## src/rtl/shreg_load_shift_seq_if.sv

```systemverilog
// shreg_load_shift_seq_if: seed-word and serial-bit valid/ready handshakes plus frame abort
// master: upstream producer (drives data/valid/abort, sees readys); slave: the sequencer
interface shreg_load_shift_seq_if #(
  parameter int WIDTH = 4
);
  logic [WIDTH-1:0] par_i;
  logic             par_valid_i;
  logic             par_ready_o;
  logic             ser_i;
  logic             ser_valid_i;
  logic             ser_ready_o;
  logic             abort_i;
  modport master (
    output par_i, par_valid_i, ser_i, ser_valid_i, abort_i,
    input  par_ready_o, ser_ready_o
  );
  modport slave (
    input  par_i, par_valid_i, ser_i, ser_valid_i, abort_i,
    output par_ready_o, ser_ready_o
  );
endinterface

```

## src/rtl/shreg_load_shift_seq.sv

```systemverilog
// shreg_load_shift_seq: loads one seed word then shifts N_SHIFT serial bits into a load/shift register
// Ports: clk_i; rst_i sync active-low; bus (slave) seed/serial handshakes and abort_i;
//        I_o4/ld_o/shift_o/bstream_o drive the register; bit_cnt_o bits taken; word_done_o frame-complete pulse
module shreg_load_shift_seq #(
  parameter int WIDTH   = 4,
  parameter int N_SHIFT = 4
) (
  input  logic                  clk_i,
  input  logic                  rst_i,
  shreg_load_shift_seq_if.slave bus,
  output logic [WIDTH-1:0]      I_o4,
  output logic                  ld_o,
  output logic                  shift_o,
  output logic                  bstream_o,
  output logic [3:0]            bit_cnt_o,
  output logic                  word_done_o
);
  localparam logic [3:0] LAST = 4'(N_SHIFT - 1);
  localparam logic [3:0] FULL = 4'(N_SHIFT);
  typedef enum logic [1:0] {IDLE, SHIFT, DONE} state_t;
  state_t           state_q, state_d;
  logic [WIDTH-1:0] i_q, i_d;
  logic             ld_q, shift_q, bs_q, bs_d;
  logic [3:0]       cnt_q, cnt_d;
  logic             par_acc, ser_acc;
  // readys are masked while reset is asserted so nothing looks accepted on a reset edge
  assign bus.par_ready_o = rst_i && state_q == IDLE;
  assign bus.ser_ready_o = rst_i && state_q == SHIFT && !bus.abort_i;
  assign par_acc = bus.par_valid_i && bus.par_ready_o;
  assign ser_acc = bus.ser_valid_i && bus.ser_ready_o;
  always_comb begin
    state_d = state_q == IDLE  ? (par_acc ? SHIFT : IDLE)
            : state_q == SHIFT ? (bus.abort_i ? IDLE : (ser_acc && cnt_q == LAST) ? DONE : SHIFT)
            : IDLE;
    i_d   = par_acc ? bus.par_i : i_q;
    bs_d  = ser_acc ? bus.ser_i : bs_q;
    cnt_d = (par_acc || (state_q == SHIFT && bus.abort_i)) ? 4'd0
          : (ser_acc && cnt_q != FULL) ? cnt_q + 4'd1 : cnt_q;
  end
  always_ff @(posedge clk_i) begin
    if (!rst_i) begin
      state_q <= IDLE;
      i_q     <= '0;
      ld_q    <= 1'b0;
      shift_q <= 1'b0;
      bs_q    <= 1'b0;
      cnt_q   <= 4'd0;
    end else begin
      state_q <= state_d;
      i_q     <= i_d;
      ld_q    <= par_acc;
      shift_q <= ser_acc;
      bs_q    <= bs_d;
      cnt_q   <= cnt_d;
    end
  end
  assign I_o4        = i_q;
  assign ld_o        = ld_q;
  assign shift_o     = shift_q;
  assign bstream_o   = bs_q;
  assign bit_cnt_o   = cnt_q;
  // Moore pulse: coincides with the final shift strobe
  assign word_done_o = state_q == DONE;
endmodule

```

## src/flat_wrapper.sv

```systemverilog
// flat-port wrapper written by rule: the top's interface ports become plain ports
module shreg_load_shift_seq_flat 
#(
  parameter int WIDTH   = 4,
  parameter int N_SHIFT = 4
)
  (clk_i, rst_i, I_o4, ld_o, shift_o, bstream_o, bit_cnt_o, word_done_o, bus_par_i, bus_par_valid_i, bus_ser_i, bus_ser_valid_i, bus_abort_i, bus_par_ready_o, bus_ser_ready_o);
  shreg_load_shift_seq_if #(.WIDTH(WIDTH)) bus_i ();
  input  logic clk_i;
  input  logic rst_i;
  output logic [WIDTH-1:0] I_o4;
  output logic ld_o;
  output logic shift_o;
  output logic bstream_o;
  output logic [3:0] bit_cnt_o;
  output logic word_done_o;
  input wire logic [$bits(bus_i.par_i)-1:0] bus_par_i;
  input wire logic [$bits(bus_i.par_valid_i)-1:0] bus_par_valid_i;
  input wire logic [$bits(bus_i.ser_i)-1:0] bus_ser_i;
  input wire logic [$bits(bus_i.ser_valid_i)-1:0] bus_ser_valid_i;
  input wire logic [$bits(bus_i.abort_i)-1:0] bus_abort_i;
  output wire logic [$bits(bus_i.par_ready_o)-1:0] bus_par_ready_o;
  output wire logic [$bits(bus_i.ser_ready_o)-1:0] bus_ser_ready_o;
  assign bus_i.par_i = bus_par_i;
  assign bus_i.par_valid_i = bus_par_valid_i;
  assign bus_i.ser_i = bus_ser_i;
  assign bus_i.ser_valid_i = bus_ser_valid_i;
  assign bus_i.abort_i = bus_abort_i;
  assign bus_par_ready_o = bus_i.par_ready_o;
  assign bus_ser_ready_o = bus_i.ser_ready_o;
  shreg_load_shift_seq #(.WIDTH(WIDTH), .N_SHIFT(N_SHIFT)) u_core (.clk_i(clk_i), .rst_i(rst_i), .bus(bus_i), .I_o4(I_o4), .ld_o(ld_o), .shift_o(shift_o), .bstream_o(bstream_o), .bit_cnt_o(bit_cnt_o), .word_done_o(word_done_o));
endmodule
```

## config.mk

```make
export PLATFORM = sky130hd
export DESIGN_NAME = shreg_load_shift_seq_flat
export DESIGN_NICKNAME = d
export VERILOG_FILES = /design/src/rtl/shreg_load_shift_seq_if.sv /design/src/rtl/shreg_load_shift_seq.sv /design/src/flat_wrapper.sv
export SDC_FILE = /design/constraint.sdc
export NUM_CORES = 1
export LEC_CHECK = 0
export ABC_AREA = 0
export BUFFER_PORTS_ARGS = -buffer_cell sky130_fd_sc_hd__buf_2
export CAP_MARGIN = 20
export CORE_AREA = 2 2 39 41
export DETAILED_ROUTE_END_ITERATION = 6
export DIE_AREA = 0 0 41 43
export PLACE_DENSITY_LB_ADDON = 0.12
export SYNTH_ARGS = -nofsm -noshare
export SYNTH_HDL_FRONTEND = slang
export SYNTH_SLANG_ARGS = --single-unit
```

## constraint.sdc

```tcl
create_clock -name clk_i -period 4.4 [get_ports clk_i]
set_clock_uncertainty 0.15 [all_clocks]
set_input_delay 0.66 -clock clk_i [delete_from_list [all_inputs] [get_ports clk_i]]
set_output_delay 0.66 -clock clk_i [all_outputs]
set_load 0.02 [all_outputs]
```

==> results.txt <==
The run finished with clean final reports. The number of cells on the worst reg-to-reg path is 3. Of all cell types, the one taking the most synthesized area is sky130_fd_sc_hd__dfxtp_1.

In the final layout, the multi-input gates occupy 280.3 sq um. For this block, the routed nets add up to 1092 um of wire. The logs give 13 for the total number of clock tree sinks and 2 for the maximum buffer depth of the clock tree.

The overall die width works out to 41 um. For the number of levels the H-tree was split into, the log shows 1. The path type of the worst min-delay path is flop to flop. The share of synthesized area in the top cell type comes to 45.41%. Setup slack on the worst reg-to-reg path comes out at 2.74 ns. The critical path in this run is classified as input pin to output pin. The run gives 0 as the number of design rule violations left after detail routing. Clock-pin slew was measured on the worst setup and hold paths at 0.07 ns. The fraction of layout instances using a drive strength above 1 was 32.93%. In this run, synthesis inferred 0 flip-flops with an integrated enable.

The antenna diode count is 0. The number of maximum-capacitance constraint violations is 0, and the all-layer global routing usage is 15.77%. The post-synthesis net count was 70.

Hold repair after CTS inserted 0 buffers. The number of input and output port buffers inserted was 23. The initial antenna violation count was 0; the post-DP HPWL was 833.1 um. Of all nets on the critical path, the largest fanout is 11. In this run the tightest slew margin relative to its limit is 79.30%. The shortest period the worst path allows came out at 2.313 ns.

For the final hold violation count, the log shows 0. The worst register-to-register path begins at u_core.state_q[1]$_SDFF_PP0_. Setup violations remaining at the end of the flow were counted as 0.

For this design the top-level I/O count stands at 24. The detailed-route via count is 498. The average size of a mapped cell was 9.880 sq um; the wire length of the first global-routing pass was 1842 um. After synthesis, the cell types taking the most area are sky130_fd_sc_hd__dfxtp_1 45%, sky130_fd_sc_hd__mux2i_1 12%, sky130_fd_sc_hd__nor2b_1 6.6%, sky130_fd_sc_hd__ha_1 4.4%, sky130_fd_sc_hd__inv_1 3.3%. The storage element area is 260.3 sq um. The violation count after the first detailed-route iteration came out at 5. TritonCTS built the clock tree.

Highest clock rate: 432.3 MHz. The tools report the clock root buffer master as sky130_fd_sc_hd__clkbuf_4. The run gives 0 as the remaining antenna violation count after routing. Counting distinct cell types in the post-synthesis netlist gives 26. Layout overhead on the synthesized area: 25.76%. Counting the fill cells in the layout gives 147.

Tracing the worst setup path back leads to its startpoint at rst_i. After detailed routing, the number of vias per cell comes to 5.082. The run gives 0.1539 mV as the peak supply drop. Destination of the worst register-to-register timing path: u_core.bit_cnt_o[3]$_SDFFE_PP0P_. The analysis attributes to cell leakage a power of 0.0003351 uW. For the pin with the worst max-slew slack, the measured transition is 0.3072 ns.

In the post-synthesis netlist, the cell with the most instances is sky130_fd_sc_hd__dfxtp_1. Dividing the detail-routed wire length by the instance count gives 11.14 um. In this run the core area contains 14 standard-cell rows.

The number of global-route vias before repair was 464. The share of flip-flops with an asynchronous set or reset was 0%; the final net count was 95. After global routing the overflow that remains totals 0. Capturing element type of the critical path: an output pin. The die covers 1763 sq um. STA puts the critical path data arrival time at 1.50 ns. The logs give 0 for the final number of max-transition violations and 0 ns for the sum of negative setup slack. The power density over the cells is 307.1 nW/um^2, and the first-pass detailed-route iteration total is 2.

The post-route core utilization is 52.08%. In this run, synthesis produced a sequential element count of 13. Among all flip-flop cells after synthesis, the most frequent one is sky130_fd_sc_hd__dfxtp_1. The logs give 12 for the largest net degree at the start of global routing and 58 for the synthesized netlist cell count.

In the finished design, the share of the clock period the worst path needs comes to 52.57%. For the synthesis warning total, the log shows 0. The data required time at the worst endpoint is 3.59 ns, and the y dimension of the die is 43 um. Buffers inserted during clock tree synthesis total 3. STA classifies the critical path startpoint as an input pin. Setup repair after global routing left no endpoint under its margin. The placer congestion estimate is 0.7126, and the latest clock arrival within the worst-skew pair is 0.27 ns. The final hold slack came out at 0.3314 ns.

For this configuration, the core starts out at a cell density of 41.41%. Sequential elements use 45.41% of the synthesized area. The synthesized netlist occupies a cell area of 573.1 sq um. The critical path ends at bus_ser_ready_o. The logs give 1384 sq um for the core area and 0 for the number of post-CTS setup repair buffers. The run gives 0 as the number of gates given a new drive strength after cts. By count the netlist is led by 13 x sky130_fd_sc_hd__dfxtp_1, 7 x sky130_fd_sc_hd__mux2i_1, 6 x sky130_fd_sc_hd__nor2b_1.
## registers in the layout (all words and copies together), names as in the netlist
signal,cells
u_core.shift_o,1
u_core.I_o4,4
u_core.bstream_o,1
u_core.bit_cnt_o,4
u_core.ld_o,1
u_core.state_q,2
## routing by layer
metal,routed length (um),GRT usage (%),vias up
met3,84,7.853,2
li1,-,-,255
met5,0,0,-
met1,519,19.41,225
met2,478,22.81,16
met4,9,6.000,0
## worst min path at each step
stage / startpoint / to / slack (ns) / cells after the start
2_1_floorplan: u_core.bstream_o$_SDFFE_PN0P_ / u_core.bstream_o$_SDFFE_PN0P_ / 0.41 / 2
3_3_place_gp: u_core.bstream_o$_SDFFE_PN0P_ / u_core.bstream_o$_SDFFE_PN0P_ / 0.34 / 2
3_5_place_dp: u_core.bstream_o$_SDFFE_PN0P_ / u_core.bstream_o$_SDFFE_PN0P_ / 0.33 / 2
4_1_cts: u_core.bstream_o$_SDFFE_PN0P_ / u_core.bstream_o$_SDFFE_PN0P_ / 0.34 / 2
5_1_grt: u_core.bstream_o$_SDFFE_PN0P_ / u_core.bstream_o$_SDFFE_PN0P_ / 0.35 / 2
6_report: u_core.bstream_o$_SDFFE_PN0P_ / u_core.bstream_o$_SDFFE_PN0P_ / 0.33 / 2
## cell type report
| class | instances | area share (%) |
|---|---|---|
| clock buffer | 4 | 3.646 |
| timing repair buffer | 23 | 15.97 |
| inverter | 5 | 2.604 |
| sequential | 13 | 36.11 |
| multi-input combinational | 37 | 38.89 |
| tap | 16 | 2.778 |
## layout by cell type (no fill, tap or decap), drive strengths merged
cell      n
nor3      1
or4       1
dfxtp    13
nand4bb   1
nor3b     1
nand4     1
a31oi     1
nor2      1
a21boi    1
o21ai     3
a211oi    1
buf      23
nand2b    1
inv       5
mux2i     7
ha        2
o211ai    2
a21oi     1
o31ai     1
nand3     1
a211o     1
and4bb    1
clkbuf    4
nor4      1
nor2b     6
nand2     1
## power by group
group / internal, uW / switching [uW]
Combinational: 11.5 / 14.8
Sequential: 121 / 2.30
Clock: 35.1 / 36.4
Total: 168 / 53.5
## critical path, stage by stage
cell	delay, ns
sky130_fd_sc_hd__buf_2	0.17
sky130_fd_sc_hd__nand4bb_1	0.29
sky130_fd_sc_hd__inv_1	0.20
sky130_fd_sc_hd__buf_2	0.18
## kinds of logic after synthesis
| family | after synthesis | synth area share (%) |
|---|---|---|
| AND/OR/NAND/NOR | 17 | 19.65 |
| flip-flops | 13 | 45.41 |
| AO/OA/AOI/OAI | 11 | 12.66 |
| buffers and inverters | 8 | 5.677 |
| multiplexers | 7 | 12.23 |
| adder cells (fa/ha/maj) | 2 | 4.366 |
## per-stage QoR
step	worst slack (ns)	instances	cell area [sq um]	total power, uW
3_3_place_gp	2.127	94	694.4	152.6
6_report	2.087	98	720.7	221.3
3_5_place_dp	2.089	94	694.4	152.9
4_1_cts	2.092	98	720.7	226.4
2_1_floorplan	2.175	58	573.1	143.2
5_1_grt	1.981	98	720.7	234.1
Note: power is estimated with default switching activity, not from simulation.
